### config.mk
export PLATFORM = sky130hd
export DESIGN_NAME = fetch_sequencer_flat
export DESIGN_NICKNAME = d
export VERILOG_FILES = /design/src/rtl/fetch_sequencer_if.sv /design/src/rtl/fetch_sequencer.sv /design/src/flat_wrapper.sv
export SDC_FILE = /design/constraint.sdc
export NUM_CORES = 1
export LEC_CHECK = 0
export BUFFER_PORTS_ARGS = -buffer_cell sky130_fd_sc_hd__clkbuf_2
export CORE_MARGIN = 2
export CORE_UTILIZATION = 55
export DETAILED_ROUTE_END_ITERATION = 16
export PLACE_DENSITY = 0.84
export SYNTH_ARGS = -nofsm -noshare
export SYNTH_HDL_FRONTEND = slang
export SYNTH_SLANG_ARGS = --single-unit
### constraint.sdc
create_clock -name clock -period 4.69 [get_ports clock]
set_clock_uncertainty 0.15 [all_clocks]
set_input_delay 0.938 -clock clock [delete_from_list [all_inputs] [get_ports clock]]
set_output_delay 0.938 -clock clock [all_outputs]
set_load 0.005 [all_outputs]
### src/rtl/fetch_sequencer_if.sv
// Fetch-side bus bundle: instruction-memory port, decode handoff and redirect.
// The master modport is the fetch sequencer. The slave modport is its environment.
interface fetch_sequencer_if;
    logic [31:0] imem_addr;
    logic        imem_req;
    logic        imem_ready;
    logic [31:0] imem_rdata;
    logic        if_valid;
    logic [31:0] if_instr;
    logic [31:0] if_pc;
    logic        id_ready;
    logic        redirect_valid;
    logic [31:0] redirect_pc;

    modport master (
        output imem_addr, imem_req, if_valid, if_instr, if_pc,
        input  imem_ready, imem_rdata, id_ready, redirect_valid, redirect_pc
    );

    modport slave (
        input  imem_addr, imem_req, if_valid, if_instr, if_pc,
        output imem_ready, imem_rdata, id_ready, redirect_valid, redirect_pc
    );
endinterface

### src/rtl/fetch_sequencer.sv
// Instruction-fetch controller. It owns the fetch PC and issues one word request
// at a time. Returned words go into a small prefetch FIFO that feeds decode.
// On a redirect, the FIFO is flushed and in-flight data is discarded.
module fetch_sequencer #(
    parameter logic [31:0] RESET_PC   = 32'h0000_0000,
    parameter int          FIFO_DEPTH = 2
) (
    input  logic               clock,
    input  logic               reset_n,
    fetch_sequencer_if.master  bus
);
    localparam int PW = $clog2(FIFO_DEPTH);
    localparam int CW = PW + 1;

    typedef enum logic [1:0] {S_IDLE, S_FETCH, S_FULL, S_DROP} state_t;

    state_t         r_state;
    logic [31:0]    r_fetch_pc;
    logic [31:0]    r_imem_addr;
    logic           r_imem_req;
    logic [PW-1:0]  r_wr_ptr;
    logic [PW-1:0]  r_rd_ptr;
    logic [CW-1:0]  r_count;
    logic [31:0]    r_mem_pc    [FIFO_DEPTH];
    logic [31:0]    r_mem_instr [FIFO_DEPTH];

    logic           w_pop;
    logic           w_push;
    logic [CW-1:0]  w_count_nxt;
    logic [31:0]    w_redir_pc;
    logic [31:0]    w_pc_inc;
    logic           w_unused_rpc_lo;

    // Redirect wins over everything. A response that lands on the redirect cycle is dropped.
    assign w_pop       = (r_count != '0) && bus.id_ready;
    assign w_push      = (r_state == S_FETCH) && bus.imem_ready && !bus.redirect_valid;
    assign w_count_nxt = r_count + CW'(w_push) - CW'(w_pop);
    assign w_redir_pc  = {bus.redirect_pc[31:2], 2'b00};
    assign w_pc_inc    = r_fetch_pc + 32'd4;
    assign w_unused_rpc_lo = ^bus.redirect_pc[1:0];

    assign bus.imem_req  = r_imem_req;
    assign bus.imem_addr = r_imem_addr;
    assign bus.if_valid  = (r_count != '0);
    assign bus.if_instr  = r_mem_instr[r_rd_ptr];
    assign bus.if_pc     = r_mem_pc[r_rd_ptr];

    // Fetch FSM: next state, fetch PC and registered memory-request outputs.
    always_ff @(posedge clock or negedge reset_n) begin
        if (!reset_n) begin
            r_state     <= S_IDLE;
            r_fetch_pc  <= RESET_PC;
            r_imem_req  <= 1'b0;
            r_imem_addr <= RESET_PC;
        end else if (bus.redirect_valid) begin
            r_fetch_pc <= w_redir_pc;
            r_imem_req <= 1'b1;
            if ((r_state == S_FETCH || r_state == S_DROP) && !bus.imem_ready) begin
                // A request is still outstanding. Keep the old address until memory answers.
                r_state <= S_DROP;
            end else begin
                r_state     <= S_FETCH;
                r_imem_addr <= w_redir_pc;
            end
        end else begin
            case (r_state)
                S_IDLE: begin
                    r_state     <= S_FETCH;
                    r_imem_req  <= 1'b1;
                    r_imem_addr <= r_fetch_pc;
                end
                S_FETCH: begin
                    if (bus.imem_ready) begin
                        r_fetch_pc <= w_pc_inc;
                        if (w_count_nxt == CW'(FIFO_DEPTH)) begin
                            r_state    <= S_FULL;
                            r_imem_req <= 1'b0;
                        end else begin
                            r_imem_addr <= w_pc_inc;
                        end
                    end
                end
                S_FULL: begin
                    if (w_pop) begin
                        r_state     <= S_FETCH;
                        r_imem_req  <= 1'b1;
                        r_imem_addr <= r_fetch_pc;
                    end
                end
                S_DROP: begin
                    if (bus.imem_ready) begin
                        r_state     <= S_FETCH;
                        r_imem_addr <= r_fetch_pc;
                    end
                end
                default: begin
                    r_state    <= S_IDLE;
                    r_imem_req <= 1'b0;
                end
            endcase
        end
    end

    // Prefetch FIFO. Pointers wrap naturally because the depth is a power of two.
    always_ff @(posedge clock or negedge reset_n) begin
        if (!reset_n) begin
            r_wr_ptr <= '0;
            r_rd_ptr <= '0;
            r_count  <= '0;
            for (int i = 0; i < FIFO_DEPTH; i++) begin
                r_mem_pc[i]    <= '0;
                r_mem_instr[i] <= '0;
            end
        end else if (bus.redirect_valid) begin
            r_wr_ptr <= '0;
            r_rd_ptr <= '0;
            r_count  <= '0;
        end else begin
            if (w_push) begin
                r_mem_pc[r_wr_ptr]    <= r_fetch_pc;
                r_mem_instr[r_wr_ptr] <= bus.imem_rdata;
                r_wr_ptr              <= r_wr_ptr + 1'b1;
            end
            if (w_pop) begin
                r_rd_ptr <= r_rd_ptr + 1'b1;
            end
            r_count <= w_count_nxt;
        end
    end
endmodule

### src/flat_wrapper.sv
// flat-port wrapper written by rule: the top's interface ports become plain ports
module fetch_sequencer_flat 
#(
    parameter logic [31:0] RESET_PC   = 32'h0000_0000,
    parameter int          FIFO_DEPTH = 2
)
  (clock, reset_n, bus_imem_addr, bus_imem_req, bus_if_valid, bus_if_instr, bus_if_pc, bus_imem_ready, bus_imem_rdata, bus_id_ready, bus_redirect_valid, bus_redirect_pc);
  fetch_sequencer_if bus_i ();
  input  logic clock;
  input  logic reset_n;
  output wire logic [$bits(bus_i.imem_addr)-1:0] bus_imem_addr;
  output wire logic [$bits(bus_i.imem_req)-1:0] bus_imem_req;
  output wire logic [$bits(bus_i.if_valid)-1:0] bus_if_valid;
  output wire logic [$bits(bus_i.if_instr)-1:0] bus_if_instr;
  output wire logic [$bits(bus_i.if_pc)-1:0] bus_if_pc;
  input wire logic [$bits(bus_i.imem_ready)-1:0] bus_imem_ready;
  input wire logic [$bits(bus_i.imem_rdata)-1:0] bus_imem_rdata;
  input wire logic [$bits(bus_i.id_ready)-1:0] bus_id_ready;
  input wire logic [$bits(bus_i.redirect_valid)-1:0] bus_redirect_valid;
  input wire logic [$bits(bus_i.redirect_pc)-1:0] bus_redirect_pc;
  assign bus_imem_addr = bus_i.imem_addr;
  assign bus_imem_req = bus_i.imem_req;
  assign bus_if_valid = bus_i.if_valid;
  assign bus_if_instr = bus_i.if_instr;
  assign bus_if_pc = bus_i.if_pc;
  assign bus_i.imem_ready = bus_imem_ready;
  assign bus_i.imem_rdata = bus_imem_rdata;
  assign bus_i.id_ready = bus_id_ready;
  assign bus_i.redirect_valid = bus_redirect_valid;
  assign bus_i.redirect_pc = bus_redirect_pc;
  fetch_sequencer #(.RESET_PC(RESET_PC), .FIFO_DEPTH(FIFO_DEPTH)) u_core (.clock(clock), .reset_n(reset_n), .bus(bus_i));
endmodule
# Yosys cells after proc, flatten, opt, wreduce, memory -nomap -nowiden
# Index checks and enable logic that the tools add are counted.
# Widths: inputs -> output; s select.
word_totals:
  regBits: 199
  latch_bits: 0
  ram_bits: 0
  rom_bits: 0
  input_bits: 69
  output_inout_bits: 98
  word_cells: 89
  n_memories: 0
op_classes:
  add_sub_neg: 5
  n_mul: 0
  div: 0
  magnitude_cmp: 3
  n_eq_ne: 10
  shift: 0
  mux: 37
  bitwise: 3
  reduce_logical: 20
ops:
  columns: ["operator", "count"]
  rows:
  - ["$mux 32", 16]
  - ["$bwmux 64", 2]
  - ["$pmux 32 s4", 1]
  - ["$add 32x3->32 const B", 1]
  - ["$demux 32 s1", 1]
  - ["$mux 2", 7]
  - ["$ne 3x3->1 const B", 4]
  - ["$reduce_bool 2->1", 5]
  - ["$mux 1", 8]
  - ["$pmux 2 s4", 1]
  - ["$reduce_and 4->1", 2]
  - ["$eq 2x2->1 const B", 3]
  - ["$logic_and 1x1->1", 5]
  - ["$reduce_and 5->1", 1]
  - ["$ge 2x2->1 const B", 2]
  - ["$not 1->2", 2]
  - ["$reduce_and 2->1", 2]
  - ["$reduce_bool 4->1", 1]
  - ["$ne 3x2->1 const B", 1]
  - ["$pmux 1 s3", 1]
  - ["$add 1x1->1 const B", 2]
  - ["$add 2x1->2", 1]
  - ["$eq 2x1->1 const B", 1]
  - ["$logic_not 1->1", 2]
  - ["other kinds (6)", 6]

# Logic depth before layout (Yosys ltp)
logic_depth:
  depth_word: 10
  depth_mapped: 13
  ltp_nobuf: 11

# Least setup slack after synthesis
# OpenSTA, ideal clock, no wires.
synth_timing:
  path_type: "input -> register"
  start: "in bus_id_ready"
  end: "reg u_core.r_imem_addr[10] (netlist: u_core.bus.imem_addr[10])"
  setup_ns: 0.095
  arrival_time_ns: 2.588
  slack_ns: 1.856
  stages: 11
  n_path_buf: 2
  path_cell_list: "nand2_1 > inv_2 > ha_1 > inv_1 > ha_1 > xnor3_1 > nor2_1 > a221o_1 > buf_6 > buf_6 > o31ai_1"
synth_via:
  elab_chain_cells: 5
  elab_cells_between_ends: 6
  classes_between: "add/sub (1); eq/ne (3); reduce/logical (2)"
synth_rtl:
  columns: ["element", "line_no", "text"]
  rows:
  - ["start, declared", "flat_wrapper.sv:18", "input wire logic [$bits(bus_i.id_ready)-1:0] bus_id_ready;"]
  - ["$logic_and 1x1->1 (*)", "fetch_sequencer.sv:35", "assign w_pop = (r_count != '0) && bus.id_ready;"]
  - ["$sub 2x1->2", "fetch_sequencer.sv:37", "assign w_count_nxt = r_count + CW'(w_push) - CW'(w_pop);"]
  - ["$eq 2x2->1", "fetch_sequencer.sv:75", "if (w_count_nxt == CW'(FIFO_DEPTH)) begin"]
  - ["$ne 3x3->1 (no source line)", null, null]
  - ["$reduce_and 5->1 (no source line) (*)", null, null]
  - ["end signal, assigned", "fetch_sequencer.sv:70", "r_imem_addr <= r_fetch_pc;"]
  - ["end signal, assigned", "fetch_sequencer.sv:79", "r_imem_addr <= w_pc_inc;"]
  - ["end signal, assigned", "fetch_sequencer.sv:87", "r_imem_addr <= r_fetch_pc;"]
  - ["end, declared", "fetch_sequencer.sv:19", "logic [31:0] r_imem_addr;"]
# Every way passes the cells marked *; elsewhere a longest branch is shown, timed or not.
# A chain may end at the register's enable or synchronous reset.

# Worst setup path in the final report
layout_timing:
  start: "reg u_core.r_rd_ptr"
  end: "out bus_if_pc[13]"
layout_via:
  elab_chain_cells: 4
layout_rtl:
  columns: ["element", "line_no", "text"]
  rows:
  - ["start, declared", "fetch_sequencer.sv:22", "logic [PW-1:0] r_rd_ptr;"]
  - ["start signal, assigned", "fetch_sequencer.sv:125", "r_rd_ptr <= r_rd_ptr + 1'b1;"]
  - ["$not 1->2 (not written as such)", "fetch_sequencer.sv:46", "assign bus.if_pc = r_mem_pc[r_rd_ptr];"]
  - ["$mux 32 (not written as such) (3 in series)", "fetch_sequencer.sv:46", null]
  - ["end, declared", "flat_wrapper.sv:15", "output wire logic [$bits(bus_i.if_pc)-1:0] bus_if_pc;"]
# No other way between the ends. The select of a mux whose other input is x is not followed.

==> run_results.csv <==
group,metric,value,unit
sta,finalCriticalPeriod,3.18,ns
sta,clock.fmax,0.314,GHz
synthesis,xor_xnor_fraction_of_synth_area,4.49,%
detailed_routing,detailroute.via_count,6956,
synthesis,postSynth.asyncResetShare,100,%
synthesis,synth_enable_flop_cells,0,
detailed_routing,drt_iter0_markers,446,
critical_path,crit_path_start_kind,"flip-flop",
flow_run,max_cap_violations,0,
global_route,gr-max-usage-layer,"met2",
placement,place_hpwl,15.2,mm
global_route,grtUsageTotal,24.9,%
critical_path,critical_path_required,3.60,ns
detailed_routing,finalWirelength,22.6,mm
detailed_routing,vias_per_cell,5.88,
synthesis,synth_compound_gate_area_share,6.46,%
floorplan,floorplan.core_area,0.0172,mm²
clock_network,clock_sinks,192,
synthesis,synthesis.area_per_instance,11.8,µm²
critical_path,timing_worst_setup_path_type,"reg2out",
global_route,use_met2,41.1,%
synthesis,synth_area_leaders,"sky130_fd_sc_hd__dfrtp_1, sky130_fd_sc_hd__mux2_2, sky130_fd_sc_hd__xor2_1",
finish,design_area,0.0111,mm²
placement,gp_congestion,0.855,
detailed_routing,dr.pass1.iters,5,
global_route,largest_net_degree_at_the_start_of_global_routing,112,
floorplan,design.portCount,167,
critical_path,worst_ep_arrival_time,2.09,ns
global_route,first_pass_grt_wire_length,36.1,mm
sta,fin_setup_tns,0,ns
synthesis,synth-main-ff-cell,"sky130_fd_sc_hd__dfrtp_1",
sta,report.final.setup_viol,0,
synthesis,netlist_top_cells_count,"sky130_fd_sc_hd__dfrtp_1, sky130_fd_sc_hd__mux2_2, sky130_fd_sc_hd__nand2_1",
synthesis,synth_top_area_share,49.7,%
global_route,grt_pass1_vias,7130,
critical_path,crit_end_element,"primary output",
synthesis,mappedNetlistArea,0.00967,mm²
clock_network,clock_tree_from_tritoncts,"yes",
critical_path,worst-path-max-fanout,39,
sta,slew_headroom,40.5,%
synthesis,yosys.cell_types.count,67,
clock_network,ctsHoldBuffers,0,
synthesis,synth_mux_area_share,23.2,%
global_route,met1_usage,32.6,%
detailed_routing,ant_nets,0,
clock_network,clockRootBuffer,"sky130_fd_sc_hd__clkbuf_16",
placement,io_buffer_count,162,
global_route,grt_overflow,0,
synthesis,seq_area_frac_synth,49.7,%
pwr,power_leakage,0.00491,µW
floorplan,die_w,137,µm
synthesis,synth_most_common_cell,"sky130_fd_sc_hd__dfrtp_1",
synthesis,synth_simple_gate_area_share,11.2,%
detailed_routing,wl_per_cell,19.2,µm
floorplan,floorplan.initialDensity,56.1,%
clock_network,ctsResizeCount,0,
finish,antenna-diode-count,0,
floorplan,fp-row-count,48,
sta,hold_slack,0.331,ns
synthesis,post_synth_fa_ha_maj_area_fraction,0.388,%
pwr,power_density,591,mW/mm²
synthesis,synth.yosys.warnings,0,
synthesis,cell_count_after_synthesis,817,
clock_network,worst_setup_hold_path_clk_slew,0.07,ns
synthesis,post-synth-top-area-cell,"sky130_fd_sc_hd__dfrtp_1",
sta,grt_setup_unrepaired,"no",
synthesis,synthesized_flop_and_latch_total,192,
placement,dpl_cell_area,0.0105,mm²
pwr,vdd_drop_max,0.000319,V
finish,areaGrowthSynthToFinish,14.8,%
outcome,outcome,"finished, final reports clean",
global_route,use_met3,4.48,%
clock_network,numCtsBuffers,17,
hold_path,holdCritPathClass,"reg2reg",
synthesis,synth_top_family_by_area,"multiplexers",
finish,layout_cells_sized_above_1,43.8,%
sta,timing.final.max_slew_violations,0,
finish,nets,1017,
clock_network,cts_max_path_buffers,2,
clock_network,worst_skew_pair.late_latency,0.44,ns
detailed_routing,drc,0,
sta,max_slew.worst_pin.slew,0.887,ns
clock_network,post_cts_buffers,0,
global_route,antenna_found_initial,0,
clock_network,h_tree_depth,4,
floorplan,die_y,137,µm
floorplan,floorplan.die_area,0.0187,mm²
sta,finalCritPeriodShare,67.9,%
sta,final_report_hold_violation_count,0,
## sequential cells by signal, summed over array words and instances (netlist names)
signal,cells
u_core.r_fetch_pc,30
u_core.r_count,2
u_core.bus.imem_addr,31
u_core.r_mem_pc,60
u_core.bus.imem_req,1
u_core.r_wr_ptr,1
u_core.r_rd_ptr,1
u_core.r_mem_instr,64
u_core.r_state,2
## report_power, final
part / leakage, µW / switching (µW) / internal (µW)
clock network: 0.000285 / 645 / 851
registers: 0.00229 / 458 / 2330
logic: 0.00234 / 977 / 1290
## kinds of logic (layout without fill, tap and decap cells)
family / Yosys count / count (layout)
AOI/OAI and AO/OA: 98 / 98
other: 1 / 2
DFF: 192 / 192
and+or+nand+nor: 199 / 199
buffers and inverters: 76 / 215
muxes: 200 / 200
xor gates and xnor gates: 48 / 48
adders and majority gates: 3 / 3
## layer usage
metal / part of all wire, % / vias up
met1: 42 / 3489
li1: - / 3153
met3: 5.6 / 48
met2: 49 / 266
met4: 2.8 / 0
met5: 0 / -
## final cells by class
cell class	count	area, µm²
fill	1339	6130
sequential	192	4810
multi-input combinational	550	4440
timing repair buffer	176	950
clock buffer	18	439
tap	225	282
clock inverter	13	161
inverter	8	30.0
## per-stage QoR
step | utilization [%] | std cells | setup WS [ns] | power (µW)
after floorplan | - | 818 | 1.86 | 4190
final | 64.4 | 1182 | 1.51 | 6560
after detailed placement | 60.9 | 1151 | 1.11 | 5090
after CTS | 64.4 | 1182 | 1.49 | 6590
after global placement | 60.9 | 1151 | 1.21 | 4980
after global routing | 64.4 | 1182 | 1.27 | 6950
## cells in the final DEF (no fill, tap or decap), drive strengths merged, types with 18 or more instances in the layout
| cell | netlist | layout |
|---|---|---|
| clkbuf | 18 | 180 |
| o21ai | 31 | 31 |
| nand2 | 54 | 54 |
| nand4 | 28 | 28 |
| a21oi | 21 | 21 |
| xnor2 | 18 | 18 |
| xor2 | 29 | 29 |
| dfrtp | 192 | 192 |
| nand3 | 21 | 21 |
| mux2 | 191 | 191 |
| nor2 | 42 | 42 |
## worst paths after layout
path / start / to / slack [ns] / depth (start not counted)
worst max-delay path: u_core.r_rd_ptr / bus_if_pc[13] / 1.51 / 3
worst min-delay path: u_core.bus.imem_addr[8] / u_core.bus.imem_addr[8] / 0.33 / 2
worst max register to register: u_core.r_state[0] / u_core.bus.imem_addr[7] / 1.58 / 9
worst min register to register: u_core.bus.imem_addr[8] / u_core.bus.imem_addr[8] / 0.33 / 2
max in group asynchronous: reset_n / u_core.bus.imem_addr[17] / 2.98 / 2
min in group asynchronous: reset_n / u_core.r_mem_instr[18] / 0.46 / 1
## worst max-delay path, cell delays in order, from the launching register on
cell and delay, ns:
sky130_fd_sc_hd__dfrtp_2 0.78, sky130_fd_sc_hd__buf_12 0.34, sky130_fd_sc_hd__mux2_2 0.41, sky130_fd_sc_hd__clkbuf_2 0.12
Power figures use the tool's default switching activity.
